$ cat config.mk
export PLATFORM = sky130hd
export DESIGN_NAME = miss_repair_engine
export DESIGN_NICKNAME = d
export VERILOG_FILES = /design/src/rtl/miss_repair_engine.sv
export SDC_FILE = /design/constraint.sdc
export NUM_CORES = 1
export LEC_CHECK = 0
export ABC_AREA = 1
export CORE_MARGIN = 3
export CORE_UTILIZATION = 46
export CTS_BUF_LIST = sky130_fd_sc_hd__clkbuf_8 sky130_fd_sc_hd__clkbuf_16
export DETAILED_ROUTE_END_ITERATION = 7
export PLACE_DENSITY = 0.92
export SLEW_MARGIN = 30
export SYNTH_ARGS = -nofsm -noshare
export SYNTH_HDL_FRONTEND = slang
export SYNTH_SLANG_ARGS = --single-unit
$ cat constraint.sdc
create_clock -name clk -period 8.83 [get_ports clk]
set_input_delay 1.766 -clock clk [delete_from_list [all_inputs] [get_ports clk]]
set_output_delay 1.766 -clock clk [all_outputs]
set_load 0.1 [all_outputs]
$ cat src/rtl/miss_repair_engine.sv
// rtl/miss_repair_engine.sv - refills one missed cache line from memory, merges store data, returns load word
module miss_repair_engine #(
    parameter int LINE_WORDS  = 4,
    parameter int ROB_ENTRIES = 32,
    localparam int RBW = $clog2(ROB_ENTRIES),
    localparam int CW  = $clog2(LINE_WORDS),
    localparam int OFF = 2 + CW
) (
    input  logic            clk,
    input  logic            rst,
    input  logic            repair_req,
    input  logic [31:0]     repair_req_addr,
    input  logic [31:0]     repair_req_data,
    input  logic [RBW-1:0]  repair_req_rob_idx,
    input  logic            repair_is_store,
    output logic            repair_ack,
    output logic            repair_complete,
    output logic            mem_req_valid,
    input  logic            mem_req_ready,
    output logic [31:0]     mem_req_addr,
    input  logic            mem_rsp_valid,
    input  logic [31:0]     mem_rsp_data,
    output logic            fill_en,
    output logic [31:0]     fill_addr,
    output logic [31:0]     fill_data,
    output logic            fill_last,
    output logic            ld_wb_valid,
    output logic [RBW-1:0]  ld_wb_rob_idx,
    output logic [31:0]     ld_wb_data
);
    localparam logic [1:0] IDLE = 2'd0;
    localparam logic [1:0] REQ  = 2'd1;
    localparam logic [1:0] RESP = 2'd2;
    localparam logic [1:0] DONE = 2'd3;

    logic [1:0]     state_q, state_d;
    logic [CW-1:0]  cnt_q, cnt_d;
    logic [31:2]    addr_q, addr_d;
    logic [31:0]    data_q, data_d;
    logic [RBW-1:0] rob_q, rob_d;
    logic           store_q, store_d;
    logic [31:0]    ld_q, ld_d;

    // Byte offset within a word is meaningless for full-word ops.
    logic unused_byte_offset;
    assign unused_byte_offset = ^repair_req_addr[1:0];

    logic [CW-1:0] word_idx;
    logic [31:0]   line_base;
    logic          beat;
    logic          hit_word;

    assign word_idx  = addr_q[OFF-1:2];
    assign line_base = {addr_q[31:OFF], {OFF{1'b0}}};
    assign beat      = (state_q == RESP) && mem_rsp_valid;
    assign hit_word  = (cnt_q == word_idx);

    always_comb begin
        state_d = state_q;
        cnt_d   = cnt_q;
        addr_d  = addr_q;
        data_d  = data_q;
        rob_d   = rob_q;
        store_d = store_q;
        ld_d    = ld_q;
        case (state_q)
            IDLE: begin
                if (repair_req) begin
                    addr_d  = repair_req_addr[31:2];
                    data_d  = repair_req_data;
                    rob_d   = repair_req_rob_idx;
                    store_d = repair_is_store;
                    cnt_d   = '0;
                    state_d = REQ;
                end
            end
            REQ: begin
                if (mem_req_ready) state_d = RESP;
            end
            RESP: begin
                if (mem_rsp_valid) begin
                    cnt_d = cnt_q + 1'b1;
                    if (!store_q && hit_word) ld_d = mem_rsp_data;
                    if (cnt_q == CW'(LINE_WORDS - 1)) state_d = DONE;
                end
            end
            DONE:    state_d = IDLE;
            default: state_d = IDLE;
        endcase
    end

    always_ff @(posedge clk or posedge rst) begin
        if (rst) begin
            state_q <= IDLE;
            cnt_q   <= '0;
            addr_q  <= '0;
            data_q  <= '0;
            rob_q   <= '0;
            store_q <= 1'b0;
            ld_q    <= '0;
        end else begin
            state_q <= state_d;
            cnt_q   <= cnt_d;
            addr_q  <= addr_d;
            data_q  <= data_d;
            rob_q   <= rob_d;
            store_q <= store_d;
            ld_q    <= ld_d;
        end
    end

    // Ack is gated by rst so no output is high while reset is held.
    assign repair_ack      = (state_q == IDLE) && repair_req && !rst;
    assign repair_complete = (state_q == DONE);
    assign mem_req_valid   = (state_q == REQ);
    assign mem_req_addr    = mem_req_valid ? line_base : 32'h0;

    assign fill_en   = beat;
    assign fill_addr = beat ? {addr_q[31:OFF], cnt_q, 2'b00} : 32'h0;
    assign fill_data = !beat ? 32'h0 : ((store_q && hit_word) ? data_q : mem_rsp_data);
    assign fill_last = beat && (cnt_q == CW'(LINE_WORDS - 1));

    assign ld_wb_valid   = (state_q == DONE) && !store_q;
    assign ld_wb_rob_idx = ld_wb_valid ? rob_q : '0;
    assign ld_wb_data    = ld_wb_valid ? ld_q : 32'h0;
endmodule

==> flow_metrics.env <==
export IMPL_dpl_hpwl_um=11500
export IMPL_ctsHtreeMaxLevel=3
export IMPL_cts_setup_buffers=0
export IMPL_clockBufferDepth=2
export IMPL_grt_pass1_vias=5227
export IMPL_layout_common_cells="clkdlybuf4s50_1, inv_1, nor2_1"
export IMPL_grt_max_degree=95
export IMPL_clock_sinks=104
export IMPL_setup_tns_final_ps=0
export IMPL_report_final_slew_viol_count=0
export IMPL_cts_buffers=9
export IMPL_pwr_density_cell_nw_per_um2=407
export IMPL_via_per_inst=4.65
export IMPL_port_buffers=237
export IMPL_syn_area_um2=5630
export IMPL_track_usage=0.236
export IMPL_outcome="complete, no violations"
export IMPL_setup_viol=0
export IMPL_gp_congestion=0.833
export IMPL_core_area_um2=11700
export IMPL_required_ps=7060
export IMPL_fp_row_count=39
export IMPL_num_vias=5458
export IMPL_startpoint_type="primary input"
export IMPL_dieArea_um2=13600
export IMPL_drt_pass1_iterations=4
export IMPL_fmax_ghz=0.166
export IMPL_relSlewSlack=0.316
export IMPL_critical_path_peak_fanout=26
export IMPL_placed_cell_area_um2=8020
export IMPL_p_leak_uw=0.00433
export IMPL_wl_um=16000
export IMPL_grt_overflow=0
export IMPL_die_w_um=117
export IMPL_grt_first_pass_wirelength_um=25400
export IMPL_syn_avg_cell_area_um2=6.90
export IMPL_clkTransAtPathRegs_ps=60
export IMPL_insertedDiodeCount=0
export IMPL_post_cts_resized=0
export IMPL_ys_warn_count=0
export IMPL_ys_seq_area_frac=0.462
export IMPL_synth_seq_cells=104
export IMPL_end_kind="primary output"
export IMPL_floorplan_die_height_um=117
export IMPL_cts_root_buf="clkbuf_16"
export IMPL_cp_arrival_ps=4250
export IMPL_ys_types=20
export IMPL_fin_crit_sh=0.681
export IMPL_syn_to_final_growth_pct=48.1
export IMPL_drt_iter0_drc=336
export IMPL_criticalPathCategory="in2out"
export IMPL_drc=0
export IMPL_fillers=916
export IMPL_cts_tree="built"
export IMPL_antenna_found_initial=0
export IMPL_start_util=0.481
export IMPL_clk_latency_ps=330
export IMPL_hold_viol_final=0
export IMPL_netlist_instances=816
export IMPL_cap_violations=0
export IMPL_finalCriticalPeriod_ps=6010
export IMPL_rsz0062_at_grt="false"
export IMPL_cts_hold_buffers=0
export IMPL_drive_gt1_frac=0.0301
export IMPL_vdd_drop_max_mv=0.357
export IMPL_clock_skew_ps=7.32
export IMPL_avgRoutedWirePerCell_um=13.6
export IMPL_tightest_slew_ps=1020
export IMPL_ioPinCount=246
export IMPL_final_area_um2=8340
export IMPL_hp_class="reg2reg"
export IMPL_final_common_cell="clkdlybuf4s50_1"
export IMPL_postRouteAntennaNets=0
export IMPL_num_nets_final=1138
[worst max-delay path, stage by stage]
cell and delay, ps:
clkdlybuf4s50_1 480, nand2_1 70, clkinv_1 190, buf_4 330, nand2_1 120, nor2_1 130, clkdlybuf4s50_1 1150
[synth_stat cells]
cell type,number,area [µm²]
inv_1,202,758
nor2_1,170,638
nand2_1,140,526
dfrtp_1,104,2600
a21oi_1,66,330
nand4_1,32,200
o21ai_1,32,160
buf_2,24,120
clkbuf_1,17,63.8
buf_4,6,45.0
ha_1,5,62.6
buf_1,4,15.0
nand3_1,3,15.0
o21ai_0,3,15.0
mux2_2,2,22.5
nand3_2,2,20.0
clkinv_1,1,3.75
conb_1,1,3.75
inv_2,1,3.75
xnor2_4,1,27.5
[cells by family (layout without fill, tap and decap cells)]
family / Yosys count / count (layout) / share of synthesized area
AO/OA/AOI/OAI: 101 / 101 / 0.0897
XOR/XNOR: 1 / 1 / 0.00489
adder cells (fa/ha/maj): 5 / 5 / 0.0111
buffers and inverters: 255 / 465 / 0.179
flip-flops: 104 / 104 / 0.462
multiplexers: 2 / 2 / 0.00400
other: 1 / 6 / 0.000666
AND/OR/NAND/NOR: 347 / 347 / 0.248
[per-stage QoR]
stage | setup WS, ps | hold WS (ps) | util | power [µW] | cells
final | 2820 | 491 | 0.712 | 3390 | 1174
after global routing | 2680 | 519 | 0.712 | 3590 | 1174
after CTS | 2800 | 494 | 0.710 | 3380 | 1173
after detailed placement | 2810 | 478 | 0.685 | 2990 | 1157
after global placement | 2870 | 471 | 0.685 | 2940 | 1157
after floorplan | 2690 | 459 | - | 2490 | 821
[report_power, final]
| group | total, µW | switching, µW | internal [µW] |
|---|---|---|---|
| clock | 390 | 172 | 218 |
| sequential | 811 | 115 | 696 |
| combinational | 2190 | 1670 | 526 |
[layout make-up]
cell class / instances / area [µm²] / area share
Sequential cell: 104 / 2600 / 0.312
Timing Repair Buffer: 245 / 2450 / 0.294
Multi-Input combinational cell: 462 / 2050 / 0.246
Inverter: 204 / 768 / 0.0921
Clock buffer: 9 / 225 / 0.0270
Tap cell: 143 / 179 / 0.0214
Clock inverter: 7 / 66.3 / 0.00795
[final timing paths]
kind,startpoint,endpoint,slack (ps),cells after the start
hold reg to reg,ld_q[18]$_DFFE_PP0P_,ld_q[18]$_DFFE_PP0P_,490,2
setup / recovery,mem_rsp_valid,fill_data[1],2820,7
min in group asynchronous,rst,addr_q[25]$_DFFE_PP0P_,1820,2
hold / removal,ld_q[18]$_DFFE_PP0P_,ld_q[18]$_DFFE_PP0P_,490,2
max in group asynchronous,rst,data_q[0]$_DFFE_PP0P_,6020,3
setup reg to reg,state_q[0]$_DFFE_PP0P_,addr_q[2]$_DFFE_PP0P_,6380,5
[metal layers]
| metal | vias to the layer above | GRT usage | part of all wire |
|---|---|---|---|
| met2 | 181 | 0.415 | 0.51 |
| met1 | 2451 | 0.296 | 0.42 |
| met5 | - | 0 | 0 |
| met4 | 0 | 0.0627 | 0.017 |
| li1 | 2803 | - | - |
| met3 | 23 | 0.0482 | 0.060 |
[flip-flops by register name (all words and copies together) (netlist names)]
register and count:
data_q 32, rob_q 5, ld_q 32, state_q 2
cnt_q 2, addr_q 30, store_q 1
Note: power is estimated with default switching activity, not from simulation.
